==> config.mk <==
export PLATFORM = sky130hd
export DESIGN_NAME = clause_array_sched
export DESIGN_NICKNAME = d
export VERILOG_FILES = /design/src/rtl/clause_array_sched.sv
export SDC_FILE = /design/constraint.sdc
export NUM_CORES = 1
export LEC_CHECK = 0
export ABC_CLOCK_PERIOD_IN_PS = 3600
export CORE_ASPECT_RATIO = 1.5
export CORE_MARGIN = 1
export CORE_UTILIZATION = 30
export CTS_BUF_LIST = sky130_fd_sc_hd__clkbuf_8
export CTS_CLUSTER_DIAMETER = 80
export DETAILED_ROUTE_END_ITERATION = 8
export PLACE_DENSITY = 0.64
export SETUP_SLACK_MARGIN = 0.02
export SYNTH_ARGS = -nofsm -noshare
export SYNTH_HDL_FRONTEND = slang
export SYNTH_SLANG_ARGS = --single-unit
export TNS_END_PERCENT = 1
==> constraint.sdc <==
create_clock -name clk -period 3.6 [get_ports clk]
set_input_delay 0.54 -clock clk [delete_from_list [all_inputs] [get_ports clk]]
set_output_delay 0.54 -clock clk [all_outputs]
set_load 0.05 [all_outputs]
==> src/rtl/clause_array_sched.sv <==
// clause_array_sched
//
// Scheduler for the clause array's terminal cells. It waits a fixed settle
// time after a start or after each accepted implication, then samples the
// array once per round. A conflict on any row wins: the lowest conflicting
// row and its max level are reported until acknowledged. Otherwise one
// implication request is granted round-robin to the BCP core. With no
// requests at all, a one-cycle done pulse ends the round.
//
// Ports:
//   clk             clock
//   rst             synchronous reset, active-low
//   start_i         begin a propagation round (sampled only when idle)
//   imp_drv_i       per-row implication request
//   cclause_drv_i   per-row conflict flag
//   max_lvl_i       per-row max level, row k at [k*WIDTH_LVL +: WIDTH_LVL]
//   imp_valid_o     implication grant valid
//   imp_grant_o     one-hot granted row, zero when not valid
//   imp_ready_i     BCP core accepts the granted implication
//   conflict_o      conflict reported, held until acknowledged
//   conflict_idx_o  index of the conflicting row
//   conflict_lvl_o  max level of the conflicting row
//   conflict_ack_i  conflict consumed
//   done_o          one-cycle pulse: round ended with nothing to report
//   busy_o          scheduler is not idle
module clause_array_sched #(
    parameter int NUM_CLAUSES   = 8,
    parameter int WIDTH_LVL     = 16,
    parameter int SETTLE_CYCLES = 2,
    parameter int IDX_W         = $clog2(NUM_CLAUSES)
) (
    input  logic                           clk,
    input  logic                           rst,
    input  logic                           start_i,
    input  logic [NUM_CLAUSES-1:0]         imp_drv_i,
    input  logic [NUM_CLAUSES-1:0]         cclause_drv_i,
    input  logic [NUM_CLAUSES*WIDTH_LVL-1:0] max_lvl_i,
    output logic                           imp_valid_o,
    output logic [NUM_CLAUSES-1:0]         imp_grant_o,
    input  logic                           imp_ready_i,
    output logic                           conflict_o,
    output logic [IDX_W-1:0]               conflict_idx_o,
    output logic [WIDTH_LVL-1:0]           conflict_lvl_o,
    input  logic                           conflict_ack_i,
    output logic                           done_o,
    output logic                           busy_o
);

    // The counter only ever holds values up to SETTLE_CYCLES-1.
    localparam int CNT_W = (SETTLE_CYCLES > 1) ? $clog2(SETTLE_CYCLES) : 1;
    localparam logic [CNT_W-1:0]       CNT_LOAD  = CNT_W'(SETTLE_CYCLES - 1);
    localparam logic [IDX_W-1:0]       PTR_RESET = IDX_W'(NUM_CLAUSES - 1);
    localparam logic [NUM_CLAUSES-1:0] ONE_HOT0  = NUM_CLAUSES'(1);

    typedef enum logic [2:0] {
        ST_IDLE,
        ST_SETTLE,
        ST_ARB,
        ST_IMP,
        ST_CONFL,
        ST_DONE
    } state_t;

    state_t                   state_q;
    state_t                   state_d;
    logic [CNT_W-1:0]         cnt_q;
    logic [IDX_W-1:0]         ptr_q;
    logic [IDX_W-1:0]         grant_idx_q;
    logic [NUM_CLAUSES-1:0]   grant_q;
    logic [IDX_W-1:0]         conf_idx_q;
    logic [WIDTH_LVL-1:0]     conf_lvl_q;

    logic                     conf_found;
    logic [IDX_W-1:0]         conf_idx;
    logic [WIDTH_LVL-1:0]     conf_lvl;
    logic                     imp_found;
    logic [IDX_W-1:0]         imp_idx;
    logic [IDX_W-1:0]         cand;

    // Lowest-index conflict: scanning downwards lets the lowest set row
    // overwrite any higher one.
    always_comb begin
        conf_found = 1'b0;
        conf_idx   = '0;
        conf_lvl   = '0;
        for (int i = NUM_CLAUSES - 1; i >= 0; i--) begin
            if (cclause_drv_i[i]) begin
                conf_found = 1'b1;
                conf_idx   = IDX_W'(i);
                conf_lvl   = max_lvl_i[i*WIDTH_LVL +: WIDTH_LVL];
            end
        end
    end

    // Round-robin search starting at ptr+1. Offsets are scanned from the
    // farthest (ptr itself, offset NUM_CLAUSES) to the nearest so that the
    // first request after ptr wins; ptr is only granted again when it is
    // the sole requester.
    always_comb begin
        imp_found = 1'b0;
        imp_idx   = '0;
        cand      = '0;
        for (int k = NUM_CLAUSES; k >= 1; k--) begin
            cand = IDX_W'((int'(ptr_q) + k) % NUM_CLAUSES);
            if (imp_drv_i[cand]) begin
                imp_found = 1'b1;
                imp_idx   = cand;
            end
        end
    end

    always_ff @(posedge clk) begin
        if (!rst) begin
            state_q <= ST_IDLE;
        end else begin
            state_q <= state_d;
        end
    end

    always_comb begin
        state_d = state_q;
        case (state_q)
            ST_IDLE: begin
                if (start_i) state_d = ST_SETTLE;
            end
            ST_SETTLE: begin
                if (cnt_q == '0) state_d = ST_ARB;
            end
            ST_ARB: begin
                if (conf_found)     state_d = ST_CONFL;
                else if (imp_found) state_d = ST_IMP;
                else                state_d = ST_DONE;
            end
            ST_IMP: begin
                if (imp_ready_i) state_d = ST_SETTLE;
            end
            ST_CONFL: begin
                if (conflict_ack_i) state_d = ST_IDLE;
            end
            ST_DONE: begin
                state_d = ST_IDLE;
            end
            default: begin
                state_d = ST_IDLE;
            end
        endcase
    end

    // Settle counter, round-robin pointer and the latched grant/conflict
    // registers. The grant is captured in ARB so it stays stable through
    // IMP even if the requesting row drops its request.
    always_ff @(posedge clk) begin
        if (!rst) begin
            cnt_q       <= '0;
            ptr_q       <= PTR_RESET;
            grant_idx_q <= '0;
            grant_q     <= '0;
            conf_idx_q  <= '0;
            conf_lvl_q  <= '0;
        end else begin
            case (state_q)
                ST_IDLE: begin
                    if (start_i) cnt_q <= CNT_LOAD;
                end
                ST_SETTLE: begin
                    if (cnt_q != '0) cnt_q <= cnt_q - 1'b1;
                end
                ST_ARB: begin
                    if (conf_found) begin
                        conf_idx_q <= conf_idx;
                        conf_lvl_q <= conf_lvl;
                    end else if (imp_found) begin
                        grant_idx_q <= imp_idx;
                        grant_q     <= ONE_HOT0 << imp_idx;
                    end
                end
                ST_IMP: begin
                    if (imp_ready_i) begin
                        ptr_q <= grant_idx_q;
                        cnt_q <= CNT_LOAD;
                    end
                end
                default: begin
                end
            endcase
        end
    end

    assign imp_valid_o    = (state_q == ST_IMP);
    assign imp_grant_o    = (state_q == ST_IMP) ? grant_q : '0;
    assign conflict_o     = (state_q == ST_CONFL);
    assign conflict_idx_o = conf_idx_q;
    assign conflict_lvl_o = conf_lvl_q;
    assign done_o         = (state_q == ST_DONE);
    assign busy_o         = (state_q != ST_IDLE);

endmodule

# --- Word level (Yosys, flattened, before mapping) ---
# Cells that the tools add are included.
totals:
  output_inout_bits: 31
  reg_bits: 37
op_classes:
  reduce_logical: 8
  eq_ne: 9
  n_mux: 68
  n_lt_le_gt_ge: 8
  shift: 1
  add_sub_neg: 9
  bitwise: 1
ops:
  columns: ["op", "count"]
  rows:
  - ["$mux W16", 8]
  - ["$mux W3", 22]
  - ["$lt A3 B4 Y1 const B", 8]
  - ["$mux W1", 27]
  - ["$bmux W1 S3", 8]
  - ["$pmux W3 S5", 1]
  - ["$add A3 B3 Y3 const B", 4]
  - ["$mux W8", 1]
  - ["$shl A1 B3 Y8 const A", 1]
  - ["$add A3 B1 Y3 const B", 2]
  - ["$add A3 B2 Y3 const B", 2]
  - ["$eq A3 B2 Y1 const B", 2]
  - ["$eq A3 B3 Y1 const B", 2]
  - ["$reduce_and A3 Y1", 2]
  - ["$reduce_bool A3 Y1", 2]
  - ["$ne A2 B1 Y1 const B", 2]
  - ["$ne A2 B2 Y1 const B", 2]
  - ["$reduce_and A2 Y1", 2]
  - ["$reduce_and A4 Y1", 1]
  - ["$eq A3 B1 Y1 const B", 1]
  - ["$logic_not A3 Y1", 1]
  - ["$pmux W1 S3", 1]
  - ["$not A1 Y1", 1]
  - ["$sub A1 B1 Y1 const B", 1]

# --- Longest topological paths before layout ---
depth:
  word_depth: 14
  ltp_mapped: 12
  depth_no_buf: 9

# --- Least setup slack after synthesis ---
# Ideal clock, no wire load.
synth_path:
  path_kind: "flip-flop to flip-flop"
  from: "register ptr_q[1]"
  to: "register grant_q[1]"
  setup_slack_ns: 0.564
  path_buffers: 3
  setup_ns: 0.084
  period_less_slack_ns: 3.036
  required_time_ns: 3.516
  t_arrival_ns: 2.952
  path_stages_with_launch: 13
  path_cell_list: "dfxtp_1 > buf_4 > buf_2 > inv_1 > ha_1 > buf_6 > mux4_2 > mux2_2 > o21ai_0 > a31oi_1 > a211oi_4 > inv_2 > o31ai_2"
synth_via:
  elab_chain_cells: 12
  word_cells_on_any_way: 42
synth_rtl:
  columns: ["item", "line", "rtl"]
  rows:
  - ["from (decl)", "67", "logic [IDX_W-1:0] ptr_q;"]
  - ["from (signal assigned)", "179", "ptr_q <= grant_idx_q;"]
  - ["$add A3 B1 Y3", "104", "cand = IDX_W'((int'(ptr_q) + k) % NUM_CLAUSES);"]
  - ["$bmux W1 S3", "105", "if (imp_drv_i[cand]) begin"]
  - ["$mux W1 (implied by the code)", "105", null]
  - ["$mux W1 / $mux W3 (equally long branches) (8 in series)", "105", null]
  - ["$reduce_and A3 Y1 (no line) / $shl A1 B3 Y8 (equally long branches)", null, null]
  - ["to (signal assigned)", "174", "grant_q <= ONE_HOT0 << imp_idx;"]
  - ["to (decl)", "69", "logic [NUM_CLAUSES-1:0] grant_q;"]
# Parallel ways exist; a longest one is shown, timed or not. The select of a mux whose other input is x is not followed.
# A chain may end at the register's enable or synchronous reset.

# --- Worst setup path after layout ---
layout_path:
  from: "register ptr_q[0]"
  to: "register grant_q[3]"
# Same word-level chain as after synthesis.

==> results.cfg <==
[outcome]
status = finished, final reports clean

[layout]
syn_to_final_growth_pct = 52.02
antenna_cells = 0
nets = 778
final_core_util = 0.4658
multi_input_area_um2 = 2830
finalNonFillerCells = 784
final_cell_area_um2 = 5799
seq_area_um2 = 740.7
drive_gt1_frac = 0.1051
nFillCells = 1236

[cts]
clkLatencyLatePin_ns = 0.29
cts_made_buffers = 5
cts_sinks = 37
postCtsSetupRepairBufs = 0
postCtsHoldBufs = 0
cts_tree = done
h-tree-depth = 2
path_clk_slew_ns = 0.07
cts_resized = 0
cts_buffer_depth = 2
clock-root-buffer = clkbuf_8

[routing]
detail-route-antenna-nets = 0
vias_per_cell = 5.677
routed_wl_um = 14860
drc = 0
drtPass1Iterations = 5
drt_iter0_drc = 200
via_count = 4451
wl_per_cell_um = 18.96

[setup_path]
critical_path_peak_fanout = 13
crit_type = flip-flop to flip-flop
arrival_ns = 3.36
r2r-end = grant_q[3]
r2r_start = ptr_q[0]
reg2reg_depth = 9
ff2ff_setup_slack_ns = 0.44
worst_setup_path_end_kind = flip-flop
endpoint = grant_q[3]
startpoint = ptr_q[0]
cp-start-kind = flip-flop
worstPathRequired_ns = 3.80

[global_route]
grt_pass1_vias = 4403
grt_usage = 0.2238
antenna_found_initial = 0
grt_max_degree = 35
grt.overflow.total = 0
grt_pass1_wl_um = 22830

[synth]
syn-num-nets = 619
synth_top_area_share = 0.1942
synth.cell_area_um2 = 3815
syn_inst = 468
ys.flop_type = dfxtp_1
synth_warnings = 0
synth_top_cell_by_area = dfxtp_1
ys_seq_area_frac = 0.1942
avgSynthCellArea_um2 = 8.152
synth_area_leaders = dfxtp_1 (19%), mux4_2 (12%), mux2i_1 (6.6%), a221oi_1 (6.4%), nand2_1 (5.8%)
synth_edf_count = 0
synth_cell_types = 64
synth_seq_cells = 37
synth-async-reset-ratio = 0

[sta]
tightest_slew_ns = 1.061
finalSetupTns_ns = 0
min_period_over_period = 0.8779
setup_viol = 0
finClkSkew_ns = 0.004230
relSlewSlack = 0.2901
max_freq_ghz = 0.3164
finalWorstSetupSlack_ns = 0.4395
finalCriticalPeriod_ns = 3.160
hold_ws_ns = 0.4499
final_hold_viol_count = 0
rsz0062_at_grt = false
slew_viol_final = 0

[placement]
place_area_um2 = 5719
place_inst = 776
place_hpwl_um = 12160
routabilityCongestion = 0.8922
pre_cts_ws_ns = 0.3074
io_buffers = 179

[pwr]
total_power_mw = 2.158
vdd_drop_max_mv = 0.1465
power_density_nw_per_um2 = 372.0
power.static_leakage_nw = 2.066

[hold_path]
hold_path.class = flip-flop to flip-flop
worstHoldStart = grant_q[2]

[floorplan]
core_area_um2 = 12450
die-area_um2 = 13180
start_util = 0.3064
die_w_um = 94.08
io_pins = 180
die_h_um = 140.1
num_rows = 50

[job]
drv_cap = 0
## worst max-delay path: stages (launching register included)
cell	delay (ns)
dfxtp_1	0.36
inv_2	0.05
ha_1	0.67
mux2_2	0.42
nor3_1	0.39
a211o_1	0.23
nand4_1	0.28
a31oi_2	0.49
nand2_1	0.10
o31ai_1	0.08
## how the worst min path moves through the flow
| stage | to | slack, ns | depth (start not counted) |
|---|---|---|---|
| floorplan | grant_q[2] | 0.42 | 2 |
| global placement | grant_q[3] | 0.44 | 2 |
| detailed placement | grant_q[2] | 0.44 | 2 |
| CTS | grant_idx_q[1] | 0.46 | 2 |
| global route | grant_q[7] | 0.48 | 2 |
| finish | grant_q[2] | 0.45 | 2 |
## cell usage after synthesis (all sizes together), types with 14 or more instances
master  instances
a221oi         28
dfxtp          37
o21ai          26
nand3          14
nor2b          26
nor3           23
mux4           20
nor2           19
mux2i          26
a21oi          29
nand2          59
clkbuf         30
buf            14
## layer usage
metal,routed length [um],vias to the layer above,track usage
met5,0,-,0
met4,416,0,0.07854
met3,1446,29,0.05375
met2,7909,248,0.4191
met1,5090,2064,0.2373
li1,-,2110,-
## power by group
| part | switching [mW] | internal (mW) |
|---|---|---|
| sequential | 0.0605 | 0.484 |
| combinational | 0.756 | 0.584 |
| clock | 0.145 | 0.129 |
| total | 0.961 | 1.20 |
## flip-flops by register name, summed over array words and instances (netlist names)
name and count:
ptr_q 3, cnt_q 1, grant_q 8, conflict_lvl_o 16
conflict_idx_o 3, grant_idx_q 3, state_q 3
## cell usage in the layout (no fill, tap or decap), types with 17 or more instances in the layout
cell	count
a21oi_1	29
a221oi_1	28
buf_4	17
clkdlybuf4s50_1	179
dfxtp_1	37
mux2i_1	25
mux4_2	20
nand2_1	59
nor2_1	19
nor2b_1	26
nor3_1	23
o21ai_0	22
## kinds of logic (layout without fill, tap and decap cells)
| logic type | count (synthesis) | in the layout | share of synthesized area |
|---|---|---|---|
| compound gates | 144 | 144 | 0.2798 |
| fa+ha+maj | 2 | 2 | 0.006558 |
| buf+inv | 53 | 213 | 0.06395 |
| simple gates | 171 | 171 | 0.2194 |
| mux | 56 | 56 | 0.2178 |
| flops | 37 | 37 | 0.1942 |
| xor+xnor | 5 | 5 | 0.01837 |
## layout make-up
type | count | share of cell area
tap | 156 | 0.03366
multi-input combinational | 378 | 0.4880
inverter | 9 | 0.005825
clock inverter | 3 | 0.001942
sequential | 37 | 0.1277
clock buffer | 5 | 0.01187
timing repair buffer | 196 | 0.3310
Note: power is estimated with default switching activity, not from simulation.
